$ cat src/rtl/tap_frame_pkg.sv
// Shared constants and width helpers for the JTAG USER-DR frame decoder.
// Defining TAP_FRAME_PARITY_EN appends an odd-parity MSB to every frame.
package tap_frame_pkg;

    localparam int STATUS_VALID_BIT   = 0;
    localparam int STATUS_OVERRUN_BIT = 1;
    localparam int STATUS_COUNT_LSB   = 2;

`ifdef TAP_FRAME_PARITY_EN
    localparam bit PARITY_EN = 1'b1;
`else
    localparam bit PARITY_EN = 1'b0;
`endif

    function automatic int frame_width(input int data_w, input int chan_w, input bit parity);
        return data_w + chan_w + (parity ? 1 : 0);
    endfunction

    // Counter must reach FW+1 so over-long frames stay distinguishable.
    function automatic int bit_count_width(input int fw);
        return $clog2(fw + 2);
    endfunction

endpackage

$ cat src/rtl/tap_frame_holding.sv
// One-entry valid/ready holding register for decoded frames, with drop
// detection (sticky overrun) and a wrapping count of loaded frames.
module tap_frame_holding
    import tap_frame_pkg::*;
#(
    parameter int DATA_WIDTH    = 8,
    parameter int CHANNEL_WIDTH = 2,
    parameter int COUNT_WIDTH   = 6
) (
    input  logic                     clk,
    input  logic                     rst_n,
    input  logic                     i_load,
    input  logic [DATA_WIDTH-1:0]    i_data,
    input  logic [CHANNEL_WIDTH-1:0] i_channel,
    input  logic                     i_ready,
    input  logic                     i_clr_overrun,
    output logic                     o_valid,
    output logic [DATA_WIDTH-1:0]    o_data,
    output logic [CHANNEL_WIDTH-1:0] o_channel,
    output logic                     o_overrun,
    output logic [COUNT_WIDTH-1:0]   o_frame_count
);

    logic                     r_valid;
    logic [DATA_WIDTH-1:0]    r_data;
    logic [CHANNEL_WIDTH-1:0] r_channel;
    logic                     r_overrun;
    logic [COUNT_WIDTH-1:0]   r_frame_count;
    logic                     w_free;

    // The slot can take a new frame if empty or being drained this very cycle.
    assign w_free = !r_valid || i_ready;

    always_ff @(posedge clk or negedge rst_n) begin
        if (!rst_n) begin
            r_valid       <= 1'b0;
            r_data        <= '0;
            r_channel     <= '0;
            r_overrun     <= 1'b0;
            r_frame_count <= '0;
        end else begin
            if (i_load && w_free) begin
                r_data        <= i_data;
                r_channel     <= i_channel;
                r_valid       <= 1'b1;
                r_frame_count <= r_frame_count + COUNT_WIDTH'(1);
            end else if (r_valid && i_ready) begin
                r_valid <= 1'b0;
            end

            if (i_load && !w_free) begin
                r_overrun <= 1'b1;
            end else if (i_clr_overrun) begin
                r_overrun <= 1'b0;
            end
        end
    end

    assign o_valid       = r_valid;
    assign o_data        = r_data;
    assign o_channel     = r_channel;
    assign o_overrun     = r_overrun;
    assign o_frame_count = r_frame_count;

endmodule

$ cat src/rtl/tap_frame_decoder.sv
// JTAG USER-DR frame decoder: shifts {payload, channel} in LSB first, length-checks
// it on Update-DR and captures a status word for tdo. Option: TAP_FRAME_PARITY_EN.
module tap_frame_decoder
    import tap_frame_pkg::*;
#(
    parameter int DATA_WIDTH    = 8,
    parameter int CHANNEL_WIDTH = 2,
    parameter int COUNT_WIDTH   = 6
) (
    input  logic                     tck,
    input  logic                     test_logic_reset_n,
    input  logic                     tdi,
    input  logic                     ir_is_user,
    input  logic                     capture_dr,
    input  logic                     shift_dr,
    input  logic                     update_dr,
    output logic                     tdo,
    output logic [DATA_WIDTH-1:0]    data,
    output logic [CHANNEL_WIDTH-1:0] channel,
    output logic                     valid,
    input  logic                     ready,
    output logic                     length_error,
    output logic                     overrun,
    output logic [COUNT_WIDTH-1:0]   frame_count
`ifdef TAP_FRAME_PARITY_EN
    ,
    output logic                     parity_error
`endif
);

    localparam int PW  = DATA_WIDTH + CHANNEL_WIDTH;
    localparam int FW  = frame_width(DATA_WIDTH, CHANNEL_WIDTH, PARITY_EN);
    localparam int BCW = bit_count_width(FW);

    logic [FW-1:0]  r_sr;
    logic [BCW-1:0] r_bit_cnt;
    logic           r_length_error;
    logic [FW-1:0]  w_status;
    logic           w_upd;
    logic           w_cap;
    logic           w_shift;
    logic           w_len_ok;
    logic           w_par_ok;
    logic           w_accept;

    // Update wins over capture, capture over shift.
    assign w_upd    = ir_is_user && update_dr;
    assign w_cap    = ir_is_user && capture_dr && !update_dr;
    assign w_shift  = ir_is_user && shift_dr && !update_dr && !capture_dr;
    assign w_len_ok = (r_bit_cnt == BCW'(FW));
    assign w_accept = w_upd && w_len_ok && w_par_ok;

`ifdef TAP_FRAME_PARITY_EN
    logic r_parity_error;

    assign w_par_ok = ^r_sr;

    always_ff @(posedge tck or negedge test_logic_reset_n) begin
        if (!test_logic_reset_n) begin
            r_parity_error <= 1'b0;
        end else begin
            r_parity_error <= w_upd && w_len_ok && !w_par_ok;
        end
    end

    assign parity_error = r_parity_error;
`else
    assign w_par_ok = 1'b1;
`endif

    always_comb begin
        w_status                                   = '0;
        w_status[STATUS_VALID_BIT]                 = valid;
        w_status[STATUS_OVERRUN_BIT]               = overrun;
        w_status[STATUS_COUNT_LSB +: COUNT_WIDTH]  = frame_count;
    end

    always_ff @(posedge tck or negedge test_logic_reset_n) begin
        if (!test_logic_reset_n) begin
            r_sr           <= '0;
            r_bit_cnt      <= '0;
            r_length_error <= 1'b0;
        end else begin
            r_length_error <= w_upd && !w_len_ok;
            if (w_upd) begin
                r_bit_cnt <= '0;
            end else if (w_cap) begin
                r_sr      <= w_status;
                r_bit_cnt <= '0;
            end else if (w_shift) begin
                r_sr <= {tdi, r_sr[FW-1:1]};
                if (r_bit_cnt != BCW'(FW + 1)) begin
                    r_bit_cnt <= r_bit_cnt + 1'b1;
                end
            end
        end
    end

    tap_frame_holding #(
        .DATA_WIDTH    (DATA_WIDTH),
        .CHANNEL_WIDTH (CHANNEL_WIDTH),
        .COUNT_WIDTH   (COUNT_WIDTH)
    ) u_holding (
        .clk           (tck),
        .rst_n         (test_logic_reset_n),
        .i_load        (w_accept),
        .i_data        (r_sr[PW-1:CHANNEL_WIDTH]),
        .i_channel     (r_sr[CHANNEL_WIDTH-1:0]),
        .i_ready       (ready),
        .i_clr_overrun (w_cap),
        .o_valid       (valid),
        .o_data        (data),
        .o_channel     (channel),
        .o_overrun     (overrun),
        .o_frame_count (frame_count)
    );

    assign tdo          = r_sr[0];
    assign length_error = r_length_error;

endmodule
$ cat config.mk
export PLATFORM = sky130hd
export DESIGN_NAME = tap_frame_decoder
export DESIGN_NICKNAME = d
export VERILOG_FILES = /design/src/rtl/tap_frame_pkg.sv /design/src/rtl/tap_frame_holding.sv /design/src/rtl/tap_frame_decoder.sv
export SDC_FILE = /design/constraint.sdc
export NUM_CORES = 1
export LEC_CHECK = 0
export BUFFER_PORTS_ARGS = -buffer_cell sky130_fd_sc_hd__clkbuf_2
export CORE_ASPECT_RATIO = 0.8
export CORE_MARGIN = 2
export CORE_UTILIZATION = 25
export DETAILED_ROUTE_END_ITERATION = 10
export GPL_ROUTABILITY_DRIVEN = 0
export HOLD_SLACK_MARGIN = 0.02
export PLACE_DENSITY_LB_ADDON = 0.3
export SYNTH_ARGS = -nofsm -noshare
export SYNTH_HDL_FRONTEND = slang
export SYNTH_SLANG_ARGS = --single-unit
$ cat constraint.sdc
create_clock -name tck -period 5.1 [get_ports tck]
set_input_delay 0.51 -clock tck [delete_from_list [all_inputs] [get_ports tck]]
set_output_delay 0.51 -clock tck [all_outputs]
set_load 0.02 [all_outputs]
## Yosys cells after proc, flatten, opt, wreduce, memory -nomap -nowiden

Cells that the tools add are included.

- Equal/unequal tests: 2
- Muxes and demuxes: 10
- Bitwise operators: 1
- Reductions and logical operators: 24
- Add/sub/neg operators: 2

Operators with widths:

| operator | number |
|---|---|
| two-way mux 10 bit | 2 |
| two-way mux 4 bit | 4 |
| logical AND 1 bit | 11 |
| adder 6 x 1 -> 6 bit (second input constant) | 1 |
| nonzero test 2 bit | 3 |
| nonzero test 3 bit | 2 |
| zero test 1 bit | 5 |
| adder 4 x 1 -> 4 bit (second input constant) | 1 |
| == test 4 bit (second input constant) | 1 |
| two-way mux 1 bit | 4 |
| inequality test 4 bit (second input constant) | 1 |
| AND reduction 2 bit | 2 |
| logical OR 1 bit | 1 |
| inverter 1 bit | 1 |

- Register bits: 33
- Input bits: 8

## Depth between registers and ports, before layout

Gate-level depths: netlist of the first run.

- Depth in word-level cells: 6
- Depth in mapped cells: 8
- Gate-level depth less buffers: 6

## Modules after synthesis

A second synthesis of the first run with hierarchy kept.

- Cells, all modules: 114
- Area, all modules: 1,527.7 sq um

Modules (own cells, without submodules):

| module | times used | cells each | area each (sq um) |
|---|---|---|---|
| tap_frame_decoder | 1 | 64 | 765.7 |
| tap_frame_holding | 1 | 50 | 762.0 |

## Worst setup path before layout of the first run

No wires, ideal clock.

- Path type: register to register
- Start point: register r_bit_cnt[0]
- End point: register u_holding.r_channel[1] (netlist: u_holding.o_channel[1])
- Setup time: 125 ps
- Data required time: 4,975 ps
- Data arrival time: 1,515 ps
- Stages on the path, launching flop included: 8
- Path slack: 3,460 ps
- Path through: dfrtp_1 inv_1 ha_1 and3b_1 and4_1 buf_6 buf_12 mux2_4

- Cells in the longest elaborated chain, start to end: 3

RTL lines:

| element | RTL line | source |
|---|---|---|
| start, declared | tap_frame_decoder.sv:36 | `logic [BCW-1:0] r_bit_cnt;` |
| start signal, assigned | tap_frame_decoder.sv:93 | `r_bit_cnt <= r_bit_cnt + 1'b1;` |
| == test 4 bit | tap_frame_decoder.sv:50 | `assign w_len_ok = (r_bit_cnt == BCW'(FW));` |
| logical AND 1 bit | tap_frame_decoder.sv:51 | `assign w_accept = w_upd && w_len_ok && w_par_ok;` |
| logical AND 1 bit | tap_frame_holding.sv:42 | `if (i_load && w_free) begin` |
| end signal, assigned | tap_frame_holding.sv:44 | `r_channel <= i_channel;` |
| end, declared | tap_frame_holding.sv:26 | `logic [CHANNEL_WIDTH-1:0] r_channel;` |

Every way passes these cells.
A chain may end at the register's enable or synchronous reset.

## Final worst setup path of the first run

- Start point: register r_bit_cnt[0]
- End point: register u_holding.r_data[2] (netlist: u_holding.o_data[2])

- Cells in the longest elaborated chain, start to end: 3

RTL lines:

| element | RTL line | source |
|---|---|---|
| == test 4 bit | tap_frame_decoder.sv:50 |  |
| logical AND 1 bit | tap_frame_decoder.sv:51 |  |
| logical AND 1 bit | tap_frame_holding.sv:42 |  |
| end signal, assigned | tap_frame_holding.sv:43 | `r_data <= i_data;` |
| end, declared | tap_frame_holding.sv:25 | `logic [DATA_WIDTH-1:0] r_data;` |

Every way passes these cells.

==> results of run 1 <==
-- worst min path at each step --
stage | cells after the start | slack, ns | to | from
floorplan | 0 | 0.21 | length_error$_DFF_PN0_ | test_logic_reset_n
global placement | 2 | 0.49 | r_sr[6]$_DFFE_PN0P_ | r_sr[6]$_DFFE_PN0P_
detailed placement | 2 | 0.50 | r_sr[0]$_DFFE_PN0P_ | r_sr[0]$_DFFE_PN0P_
CTS | 1 | 0.34 | u_holding.o_data[0]$_DFFE_PN0P_ | test_logic_reset_n
global route | 1 | 0.38 | r_sr[1]$_DFFE_PN0P_ | test_logic_reset_n
finish | 1 | 0.31 | r_sr[0]$_DFFE_PN0P_ | test_logic_reset_n
-- registers in the layout, indices dropped and copies added, names as in the netlist --
name                     cells
length_error                 1
r_bit_cnt                    4
r_sr                        10
u_holding.o_channel          2
u_holding.o_data             8
u_holding.o_frame_count      6
u_holding.o_overrun          1
u_holding.o_valid            1
-- cells by family after synthesis --
kind of cell             count (synthesis)
AO/OA/AOI/OAI                           19
buffers and inverters                    5
adder cells (fa/ha/maj)                  3
flip-flops                              33
XOR/XNOR                                 6
AND/OR/NAND/NOR                         35
multiplexers                            17
-- worst max-delay path, cell delays in order (launching register included) --
cell and delay [ns]:
dfrtp_1 0.42, inv_1 0.07, ha_1 0.14, and3b_1 0.20, and4_1 0.73, mux2_2 0.41
-- per-stage QoR --
stage	std cells	cell area (um^2)
finish	226	1735
global route	226	1735
CTS	226	1735
detailed placement	219	1649
global placement	219	1649
floorplan	118	1456
-- Yosys cell counts, types with 3 or more instances --
cell type  number  share of area [%]
xnor2_1         4                2.4
nand4_1         3                1.3
ha_1            3                2.6
dfrtp_1        33                 57
nand2_1        16                4.1
o21ai_0        12                4.1
mux2i_1         6                4.1
nand3_1         4                1.4
mux2_4          5                5.2
mux2_2          6                4.6
-- routing by layer --
layer	GRT usage, %	vias to the layer above	routed length [um]
met5	0	-	0
met4	4.478	0	65
met3	3.299	9	140
met2	14.32	23	1295
met1	13.88	487	1476
li1	-	475	-
-- final cells by class --
type                            instances  area [um^2]  area share [%]
Tap cell                               78        97.59           5.624
Inverter                                1        3.754          0.2163
Timing Repair Buffer                   27        135.1           7.787
Sequential cell                        33        825.8           47.58
Clock buffer                            7        86.33           4.975
Multi-Input combinational cell         80        586.8           33.81
-- power groups by stage --
| stage | logic [W] | clock network, W | registers (W) |
|---|---|---|---|
| after global placement | 0.0000217 | 0 | 0.000273 |
| after global routing | 0.0000250 | 0.000211 | 0.000269 |
| final | 0.0000218 | 0.000197 | 0.000268 |
| after detailed placement | 0.0000223 | 0 | 0.000273 |
| after CTS | 0.0000225 | 0.000203 | 0.000268 |
| after floorplan | 0.0000102 | 0 | 0.000273 |
==> qor.tcl, run 1 <==
set qor(postSynth.asyncResetShare_pct) 100.0
set qor(timing.hold.worst.class) {in2async}
set qor(max_slew.worst_pin.slew_ns) 0.9730
set qor(most-common-layout-cells) {dfrtp_1 (33), clkbuf_2 (27), nand2_1 (16)}
set qor(worst_setup_sp_type) {flop}
set qor(synth_sequential_area_ratio_pct) 56.70
set qor(setup.worst_path.class) {reg2reg}
set qor(groute.usage.overall_pct) 10.05
set qor(finalWorstSetupSlack_ns) 3.001
set qor(crit_path_end) {u_holding.o_data[2]$_DFFE_PN0P_}
set qor(ys_dominant_reg_cell) {dfrtp_1}
set qor(ir_worst_vdd_v) 0.00009366
set qor(drtIter0Drc) 87
set qor(comb_power_share_pct) 4.5
set qor(final_net_count) 159
set qor(worst_ep_arrival_time_ns) 2.27
set qor(final_hold_fails) 0
set qor(rsz0062_at_grt) {no}
set qor(synth_fa_ha_area_share_pct) 2.577
set qor(power.total_w) 0.0004878
set qor(period_needed_ns) 2.099
set qor(max_clock_freq_mhz) 476.4
set qor(fin_skew_ns) 0.002976
set qor(power_frac_seq_pct) 55.0
set qor(initial_core_util_pct) 26.36
set qor(worst-endpoint-required_ns) 5.27
set qor(worst_skew_pair.late_latency_ns) 0.28
set qor(clkTransAtPathRegs_ns) 0.06
set qor(share_of_the_core_filled_with_cells_in_the_final_layout_pct) 31.41
set qor(post_drt_via_cell_ratio) 4.398
set qor(worstRegToRegCells) 5
set qor(setup.worst_path.end_class) {flop}
set qor(final_min_period_over_clock_period_pct) 41.16
set qor(drt-pass1-iter-count) 4
set qor(regToRegEndpoint) {u_holding.o_data[2]$_DFFE_PN0P_}
set qor(syn-num-nets) 129
set qor(io_buffers) 27
set qor(cts_post_setup_buffers_inserted) 0
set qor(number_of_antenna_violations_at_the_first_check_in_global_routing) 0
set qor(die_area_um2) 6456
set qor(via_count_of_the_first_global_routing_pass) 1013
set qor(route.detailed.wl_per_inst_um) 13.18
set qor(num_vias) 994
set qor(route.detailed.drc) 0
set qor(hpwl_um) 2131
set qor(power_report.internal_total_w) 0.0003794
set qor(post_synth_edffs) 0
set qor(grt_pass1_wl_um) 4933
set qor(netlist_instances) 118
set qor(yosys.area_share.xor_xnor_pct) 3.608
set qor(yosys_register_bits) 33
set qor(synthToLayoutAreaGrowth_pct) 19.16
set qor(nFillCells) 590
set qor(p_per_area_nw_per_um2) 281.1
set qor(startpoint) {r_bit_cnt[0]$_DFFE_PN0P_}
set qor(largest_fanout_of_any_net_on_the_critical_path) 16
set qor(setup_total_negative_slack_ns) 0
set qor(cts.sink_count) 33
set qor(dieHeight_um) 72.27
set qor(cts_tree) {built}
set qor(layout_commonest_cell) {dfrtp_1}
set qor(switching_share_pct) 22.23
set qor(cts-hold-fix-buffers) 0
set qor(leakage_power_summed_over_all_cells_nw) 0.8716
set qor(power_frac_clock_pct) 40.5
set qor(maxCapViolations) 0
set qor(drv_slew) 0
set qor(share_of_final_layout_standard_cells_stronger_than_drive_strength_1_pct) 30.41
set qor(synth-compound-area-share_pct) 7.560
set qor(grt_overflow) 0
set qor(coreArea_um2) 5525
set qor(design.portCount) 28
set qor(status) {complete, no violations}
set qor(diode_insertion_count_for_antenna_repair) 0
set qor(power.net_switching_w) 0.0001084
set qor(grt_max_degree) 34
set qor(ys.warnings.count) 0
set qor(r2r_slack_ns) 3.00
set qor(synthMuxAreaShare_pct) 13.92
set qor(fp.dieW_um) 89.34
set qor(area_share_of_and_or_nand_nor_cells_after_synthesis_pct) 12.63
set qor(postSynthAreaPerCell_um2) 12.34
set qor(placement.setup.worst_slack_ns) 2.993
set qor(buffer_levels_on_the_longest_clock_path) 2
set qor(setup-violations-final) 0
set qor(cell_area_after_synthesis_um2) 1456
set qor(timing.slew.headroom_pct) 34.70
set qor(ctsResizeCount) 0
set qor(fin_worst_hold_slack_ns) 0.3051
set qor(num_rows) 24
set qor(rr_startpoint) {r_bit_cnt[0]$_DFFE_PN0P_}
set qor(cts_max_level) 2
set qor(cts_made_buffers) 5
set qor(postRouteAntennaNets) 0
set qor(routed_wl_um) 2978
set qor(cts_root_buffer) {clkbuf_8}
set qor(synth_top_family_by_area) {multiplexers}
set qor(synthDistinctLibCells) 29
No activity file was read; power rests on OpenSTA's default activity.
==> run 2: changes to the inputs <==
Clock period 5.1 ns to 2 ns, I/O delays scaled along.
==> qor.tcl, run 2 (synthesized netlist as in run 1, its figures left out) <==
set qor(count_of_placed_standard_cells_in_the_final_layout_fillers_left_out) 227 ;# was 226
set qor(drv_slew) 0 ;# unchanged
set qor(p_per_area_nw_per_um2) 709.7 ;# was 281.1 nW/um^2
set qor(share_of_final_layout_standard_cells_stronger_than_drive_strength_1_pct) 30.87 ;# was 30.41%
set qor(status) {complete, no violations} ;# unchanged
set qor(layout_commonest_cell) {dfrtp_1} ;# unchanged
set qor(placed_cells) 220 ;# was 219
set qor(grt_max_degree) 34 ;# unchanged
set qor(drtIter0Drc) 97 ;# was 87
set qor(fin_worst_hold_slack_ns) 0.002608 ;# was 0.3051 ns
set qor(number_of_antenna_violations_at_the_first_check_in_global_routing) 0 ;# unchanged
set qor(cts_tree) {built} ;# unchanged
set qor(setup_total_negative_slack_ns) 0 ;# unchanged
set qor(flip_flop_count_of_the_largest_register_all_copies_and_words_added) 10 ;# unchanged
set qor(num_rows) 24 ;# unchanged
set qor(setup.worst_path.class) {reg2reg} ;# unchanged
set qor(route.detailed.drc) 0 ;# unchanged
set qor(dieHeight_um) 72.27 ;# unchanged
set qor(timing.slew.headroom_pct) 35.64 ;# was 34.70%
set qor(worst-endpoint-required_ns) 2.16 ;# was 5.27 ns
set qor(worst_setup_sp_type) {flop} ;# unchanged
set qor(setup.worst_path.end_class) {flop} ;# unchanged
set qor(cts.sink_count) 33 ;# unchanged
set qor(multiInputGateArea_um2) 586.8 ;# unchanged
set qor(maxCapViolations) 0 ;# unchanged
set qor(timing.hold.worst.class) {in2async} ;# unchanged
set qor(most-common-layout-cells) {dfrtp_1 (33), clkbuf_2 (27), nand2_1 (16)} ;# unchanged
set qor(hpwl_um) 2166 ;# was 2131 um
set qor(die_area_um2) 6456 ;# unchanged
set qor(cts_made_buffers) 5 ;# unchanged
set qor(rsz0062_at_grt) {no} ;# unchanged
set qor(worstRegToRegCells) 6 ;# was 5
set qor(drt-pass1-iter-count) 4 ;# unchanged
set qor(clkTransAtPathRegs_ns) 0.06 ;# about the same
set qor(share_of_the_core_filled_with_cells_in_the_final_layout_pct) 31.77 ;# was 31.41%
set qor(cts_post_setup_buffers_inserted) 0 ;# unchanged
set qor(final_hold_fails) 0 ;# unchanged
set qor(routed_wl_um) 3057 ;# was 2978 um
set qor(fin_skew_ns) 0.007493 ;# was 0.002976 ns
set qor(grt_pass1_wl_um) 5133 ;# was 4933 um
set qor(cts_max_level) 2 ;# unchanged
set qor(ctsResizeCount) 0 ;# unchanged
set qor(postRouteAntennaNets) 0 ;# unchanged
set qor(seqCellArea_um2) 825.8 ;# unchanged
set qor(nFillCells) 577 ;# was 590
set qor(cts_root_buffer) {clkbuf_8} ;# unchanged
set qor(rr_startpoint) {r_bit_cnt[0]$_DFFE_PN0P_} ;# unchanged
set qor(largest_fanout_of_any_net_on_the_critical_path) 16 ;# unchanged
set qor(period_needed_ns) 1.755 ;# was 2.099 ns
set qor(num_vias) 999 ;# was 994
set qor(initial_core_util_pct) 26.36 ;# unchanged
set qor(post_drt_via_cell_ratio) 4.401 ;# was 4.398
set qor(cts-hold-fix-buffers) 0 ;# unchanged
set qor(groute.usage.overall_pct) 10.62 ;# was 10.05%
set qor(largest-register) {r_sr} ;# unchanged
set qor(route.detailed.wl_per_inst_um) 13.47 ;# was 13.18 um
set qor(setup-violations-final) 0 ;# unchanged
set qor(final_net_count) 160 ;# was 159
set qor(worst_skew_pair.late_latency_ns) 0.28 ;# about the same
set qor(via_count_of_the_first_global_routing_pass) 1056 ;# was 1,013
set qor(worst_ep_arrival_time_ns) 1.92 ;# was 2.27 ns
set qor(coreArea_um2) 5525 ;# unchanged
set qor(design.portCount) 28 ;# unchanged
set qor(synthToLayoutAreaGrowth_pct) 20.53 ;# was 19.16%
set qor(io_buffers) 27 ;# unchanged
set qor(leakage_power_summed_over_all_cells_nw) 0.8798 ;# was 0.8716 nW
set qor(ir_worst_vdd_v) 0.0003271 ;# was 0.00009366 V
set qor(diode_insertion_count_for_antenna_repair) 0 ;# unchanged
set qor(fp.dieW_um) 89.34 ;# unchanged
set qor(max_clock_freq_mhz) 569.8 ;# was 476.4 MHz
set qor(buffer_levels_on_the_longest_clock_path) 2 ;# unchanged
set qor(regToRegEndpoint) {u_holding.o_channel[0]$_DFFE_PN0P_} ;# was u_holding.o_data[2]$_DFFE_PN0P_
set qor(final_min_period_over_clock_period_pct) 87.75 ;# was 41.16%
set qor(max_slew.worst_pin.slew_ns) 0.9590 ;# was 0.9730 ns
set qor(r2r_slack_ns) 0.24 ;# was 3.00 ns
set qor(grt_overflow) 0 ;# unchanged
[run 2: cell count changes in the layout (fill, tap and decap cells not counted)]
cell,previous run,this run
buf_12,0,1
[run 2: how the worst max path moves through the flow]
| stage | from | endpoint | depth (start not counted) | slack, ns |
|---|---|---|---|---|
| after global placement | r_bit_cnt[0]$_DFFE_PN0P_ | u_holding.o_data[1]$_DFFE_PN0P_ | 6 | 0.36 |
| after CTS | r_bit_cnt[0]$_DFFE_PN0P_ | u_holding.o_channel[0]$_DFFE_PN0P_ | 6 | 0.25 |
| after floorplan | r_bit_cnt[0]$_DFFE_PN0P_ | u_holding.o_channel[1]$_DFFE_PN0P_ | 7 | 0.36 |
| after global routing | r_bit_cnt[0]$_DFFE_PN0P_ | u_holding.o_channel[0]$_DFFE_PN0P_ | 6 | 0.16 |
| after detailed placement | r_bit_cnt[0]$_DFFE_PN0P_ | u_holding.o_data[1]$_DFFE_PN0P_ | 6 | 0.27 |
| final | r_bit_cnt[0]$_DFFE_PN0P_ | u_holding.o_channel[0]$_DFFE_PN0P_ | 6 | 0.24 |
[run 2: per-stage QoR]
stage | worst slack, ns | total power, W | instance area (um^2)
finish | 0.2450 | 0.001246 | 1755
detailed placement | 0.2655 | 0.0007544 | 1669
floorplan | 0.3599 | 0.0007223 | 1456
global placement | 0.3586 | 0.0007519 | 1669
CTS | 0.2549 | 0.001260 | 1755
global route | 0.1583 | 0.001296 | 1755
[run 2: worst max-delay path: stages, from the launching register on]
cell and delay [ns]:
dfrtp_1 0.43, inv_1 0.08, ha_1 0.14, and3b_1 0.22, and4_1 0.26, buf_12 0.17, mux2_2 0.34
[run 2: power by group]
group	internal (W)	switching [W]	total, W	leakage, nW
combinational	0.0000178	0.0000379	0.0000558	0.377
sequential	0.000677	0.00000857	0.000685	0.459
clock	0.000273	0.000232	0.000505	0.0443
total	0.000967	0.000279	0.00125	0.880
[run 2: cell type report]
class                      count  share of cell area, %
clock buffer                   7                  4.918
inverter                       1                 0.2138
multi-input combinational     80                  33.43
sequential                    33                  47.04
tap                           78                  5.560
timing repair buffer          28                  8.838
[run 2: metal layers]
metal	GRT usage (%)	routed length, um
met1	14.68	1504
met2	14.73	1322
met3	3.185	154
met4	5.970	76
met5	0	0
==> run 3: changes to the inputs <==
Settings changed: ABC_AREA from default to 1, PLACE_DENSITY from default to 0.43, PLACE_DENSITY_LB_ADDON 0.3 to default, SLEW_MARGIN from default to 5.
==> qor.tcl, run 3 <==
set qor(startpoint) {r_bit_cnt[0]$_DFFE_PN0P_} ;# unchanged
set qor(cts-hold-fix-buffers) 1 ;# was 0
set qor(drv_slew) 0 ;# unchanged
set qor(postSynth.asyncResetShare_pct) 100.0 ;# unchanged
set qor(drt-pass1-iter-count) 4 ;# unchanged
set qor(post_drt_via_cell_ratio) 4.127 ;# was 4.401
set qor(max_slew.worst_pin.slew_ns) 0.3941 ;# was 0.9590 ns
set qor(synth_sequential_area_ratio_pct) 50.34 ;# was 56.70%
set qor(launch_point_of_the_worst_hold_path) {tdi}
set qor(cell_taking_the_most_area_after_synthesis) {dfrtp_1} ;# unchanged
set qor(fin_skew_ns) 0.008453 ;# was 0.007493 ns
set qor(design.portCount) 28 ;# unchanged
set qor(ys_dominant_reg_cell) {dfrtp_1} ;# unchanged
set qor(cts_root_buffer) {clkbuf_8} ;# unchanged
set qor(yosys_register_bits) 33 ;# unchanged
set qor(timing.slew.headroom_pct) 73.64 ;# was 35.64%
set qor(hpwl_um) 2652 ;# was 2166 um
set qor(io_buffers) 27 ;# unchanged
set qor(top_cells_by_area_synth) {dfrtp_1 (50%), nand2_1 (14%), inv_1 (5.3%), o21ai_2 (4.8%), nand2_2 (3.1%)} ;# was dfrtp_1 (57%), mux2_4 (5.2%), mux2_2 (4.6%), mux2i_1 (4.1%), o21ai_0 (4.1%)
set qor(worst_setup_sp_type) {flop} ;# unchanged
set qor(r2r_slack_ns) 0.50 ;# was 0.24 ns
set qor(share_of_final_layout_standard_cells_stronger_than_drive_strength_1_pct) 28.13 ;# was 30.87%
set qor(crit_path_max_incr_delay_ns) 0.43 ;# about the same
set qor(route.detailed.drc) 0 ;# unchanged
set qor(final_net_count) 234 ;# was 160
set qor(final_hold_fails) 0 ;# unchanged
set qor(cell_area_after_synthesis_um2) 1640 ;# was 1456 um^2
set qor(status) {complete, no violations} ;# unchanged
set qor(worst_ep_arrival_time_ns) 1.67 ;# was 1.92 ns
set qor(groute.usage.overall_pct) 10.67 ;# was 10.62%
set qor(period_needed_ns) 1.498 ;# was 1.755 ns
set qor(grt_max_degree) 25 ;# was 34
set qor(final_min_period_over_clock_period_pct) 74.88 ;# was 87.75%
set qor(buffer_levels_on_the_longest_clock_path) 2 ;# unchanged
set qor(setup_total_negative_slack_ns) 0 ;# unchanged
set qor(grt_overflow) 0 ;# unchanged
set qor(worst_skew_pair.late_latency_ns) 0.28 ;# about the same
set qor(postSynthAreaPerCell_um2) 8.588 ;# was 12.34 um^2
set qor(flip_flop_count_of_the_largest_register_all_copies_and_words_added) 10 ;# unchanged
set qor(finalWorstSetupSlack_ns) 0.5025 ;# was 0.2450 ns
set qor(instance_count_on_the_critical_path) 7 ;# was 6
set qor(leakage_power_summed_over_all_cells_nw) 0.9981 ;# was 0.8798 nW
set qor(cts.sink_count) 33 ;# unchanged
set qor(rsz0062_at_grt) {no} ;# unchanged
set qor(die_area_um2) 7229 ;# was 6456 um^2
set qor(max_clock_freq_mhz) 667.8 ;# was 569.8 MHz
set qor(top_delay_family_on_crit_path) {simple AND/OR/NAND/NOR gates} ;# unchanged
set qor(largest_fanout_of_any_net_on_the_critical_path) 24 ;# was 16
set qor(fp.dieW_um) 94.56 ;# was 89.34 um
set qor(largest-register) {r_sr} ;# unchanged
set qor(route.detailed.wl_per_inst_um) 11.62 ;# was 13.47 um
set qor(crit_buf_inv) 1 ;# was 2
set qor(dieHeight_um) 76.45 ;# was 72.27 um
set qor(clkTransAtPathRegs_ns) 0.07 ;# was 0.06 ns
set qor(most-common-layout-cells) {nand2_1 (59), dfrtp_1 (33), clkbuf_2 (27)} ;# was dfrtp_1 (33), clkbuf_2 (27), nand2_1 (16)
set qor(diode_insertion_count_for_antenna_repair) 0 ;# unchanged
set qor(cts_tree) {built} ;# unchanged
set qor(setup-violations-final) 0 ;# unchanged
set qor(routed_wl_um) 3578 ;# was 3057 um
set qor(synthDistinctLibCells) 23 ;# was 29
set qor(number_of_antenna_violations_at_the_first_check_in_global_routing) 0 ;# unchanged
set qor(post_synth_edffs) 0 ;# unchanged
set qor(placement.setup.worst_slack_ns) 0.5229 ;# was 0.2655 ns
set qor(num_vias) 1271 ;# was 999
set qor(cts_max_level) 2 ;# unchanged
set qor(syn-num-nets) 202 ;# was 129
set qor(worstPathCellList) {inv_1 > ha_1 > nand3_2 > nor2_4 > nand2_4 > nand2_1 > o21ai_2} ;# was inv_1 > ha_1 > and3b_1 > and4_1 > buf_12 > mux2_2
set qor(num_rows) 26 ;# was 24
set qor(ctsResizeCount) 0 ;# unchanged
set qor(p_per_area_nw_per_um2) 713.1 ;# was 709.7 nW/um^2
set qor(via_count_of_the_first_global_routing_pass) 1194 ;# was 1,056
set qor(post-synth-top-area-fraction_pct) 50.34 ;# was 56.70%
set qor(fin_worst_hold_slack_ns) 0.1290 ;# was 0.002608 ns
set qor(ys.warnings.count) 0 ;# unchanged
set qor(cts_made_buffers) 5 ;# unchanged
set qor(cts_post_setup_buffers_inserted) 0 ;# unchanged
set qor(synth_top_cells_by_count) {nand2_1 (59), dfrtp_1 (33), inv_1 (23)} ;# was dfrtp_1 (33), nand2_1 (16), o21ai_0 (12)
set qor(regToRegEndpoint) {u_holding.o_data[1]$_DFFE_PN0P_} ;# was u_holding.o_channel[0]$_DFFE_PN0P_
set qor(setup.worst_path.end_class) {flop} ;# unchanged
set qor(drtIter0Drc) 45 ;# was 97
set qor(ir_worst_vdd_v) 0.0001999 ;# was 0.0003271 V
set qor(maxCapViolations) 0 ;# unchanged
set qor(coreArea_um2) 6376 ;# was 5525 um^2
set qor(grt_pass1_wl_um) 6016 ;# was 5133 um
set qor(synthToLayoutAreaGrowth_pct) 18.99 ;# was 20.53%
set qor(timing.hold.worst.class) {in2reg} ;# was in2async
set qor(postRouteAntennaNets) 0 ;# unchanged
set qor(cell_with_the_biggest_individual_delay_on_the_critical_path) {dfrtp_1} ;# unchanged
set qor(worst-endpoint-required_ns) 2.17 ;# was 2.16 ns
set qor(rr_startpoint) {r_bit_cnt[0]$_DFFE_PN0P_} ;# unchanged
set qor(nFillCells) 720 ;# was 577
set qor(setup.worst_path.class) {reg2reg} ;# unchanged
set qor(post-synth-top-count-cell) {nand2_1} ;# was dfrtp_1
set qor(worstRegToRegCells) 7 ;# was 6
set qor(netlist_instances) 191 ;# was 118
set qor(crit_path_end) {u_holding.o_data[1]$_DFFE_PN0P_} ;# was u_holding.o_channel[0]$_DFFE_PN0P_
set qor(initial_core_util_pct) 25.73 ;# was 26.36%
set qor(layout_commonest_cell) {nand2_1} ;# was dfrtp_1
## run 3: cell count changes in the layout (fill, tap and decap cells not counted), sizes merged, moves of 3 or more
cell    previous run  this run
nand2             16        68
inv                1        25
mux2              11         0
nand3              4        13
o21ai             13        22
nor2               2        10
mux2i              6         0
a21oi              1         4
clkinv             0         3
xnor2              4         1
## run 3: kinds of logic after synthesis
group	synth area share (%)
and+or+nand+nor	27.99
buffers and inverters	7.933
adders and majority gates	2.289
AOI/OAI and AO/OA	10.91
DFF	50.34
xor gates and xnor gates	0.5340
## run 3: metal layers
layer	vias up	track usage [%]	routed length [um]
met4	0	4.348	43
li1	667	-	-
met2	17	14.93	1505
met1	582	15.42	1892
met5	-	0	0
met3	5	2.868	137
## run 3: per-stage QoR
stage	util, %	std cells	power [W]	instance area (um^2)
5_1_grt	30.61	308	0.001469	1952
3_5_place_dp	29.10	299	0.0009126	1856
4_1_cts	30.61	308	0.001420	1952
6_report	30.61	308	0.001392	1952
2_1_floorplan	-	191	0.0008464	1640
3_3_place_gp	29.10	299	0.0009124	1856
## run 3: where the power goes
group	leakage, nW	switching [W]	internal, W
logic	0.523	0.000103	0.0000505
registers	0.431	0.0000342	0.000710
clock network	0.0439	0.000255	0.000240
total	0.998	0.000392	0.00100
## run 3: worst min path at each step
stage | end | slack, ns | cells after the start
2_1_floorplan | length_error$_DFF_PN0_ | -0.1 | 0
3_3_place_gp | r_bit_cnt[0]$_DFFE_PN0P_ | 0.14 | 1
3_5_place_dp | r_bit_cnt[0]$_DFFE_PN0P_ | 0.14 | 1
4_1_cts | r_sr[9]$_DFFE_PN0P_ | 0.13 | 3
5_1_grt | r_sr[9]$_DFFE_PN0P_ | 0.13 | 3
6_report | r_sr[9]$_DFFE_PN0P_ | 0.13 | 3
## run 3: worst register-to-register path: cells and delay by family (launching register included)
kind / cells / cell delay (ns)
and+or+nand+nor: 4 / 0.64
DFF: 1 / 0.43
adders and majority gates: 1 / 0.16
buffers and inverters: 1 / 0.09
AOI/OAI and AO/OA: 1 / 0.06
## run 3: final cells by class
type,count,area [um^2],area share (%)
Sequential cell,33,825.8,42.31
Timing Repair Buffer,29,152.6,7.821
Inverter,26,97.59,5.000
Tap cell,84,105.1,5.385
Clock inverter,3,17.52,0.8974
Multi-Input combinational cell,128,684.4,35.06
Clock buffer,5,68.82,3.526
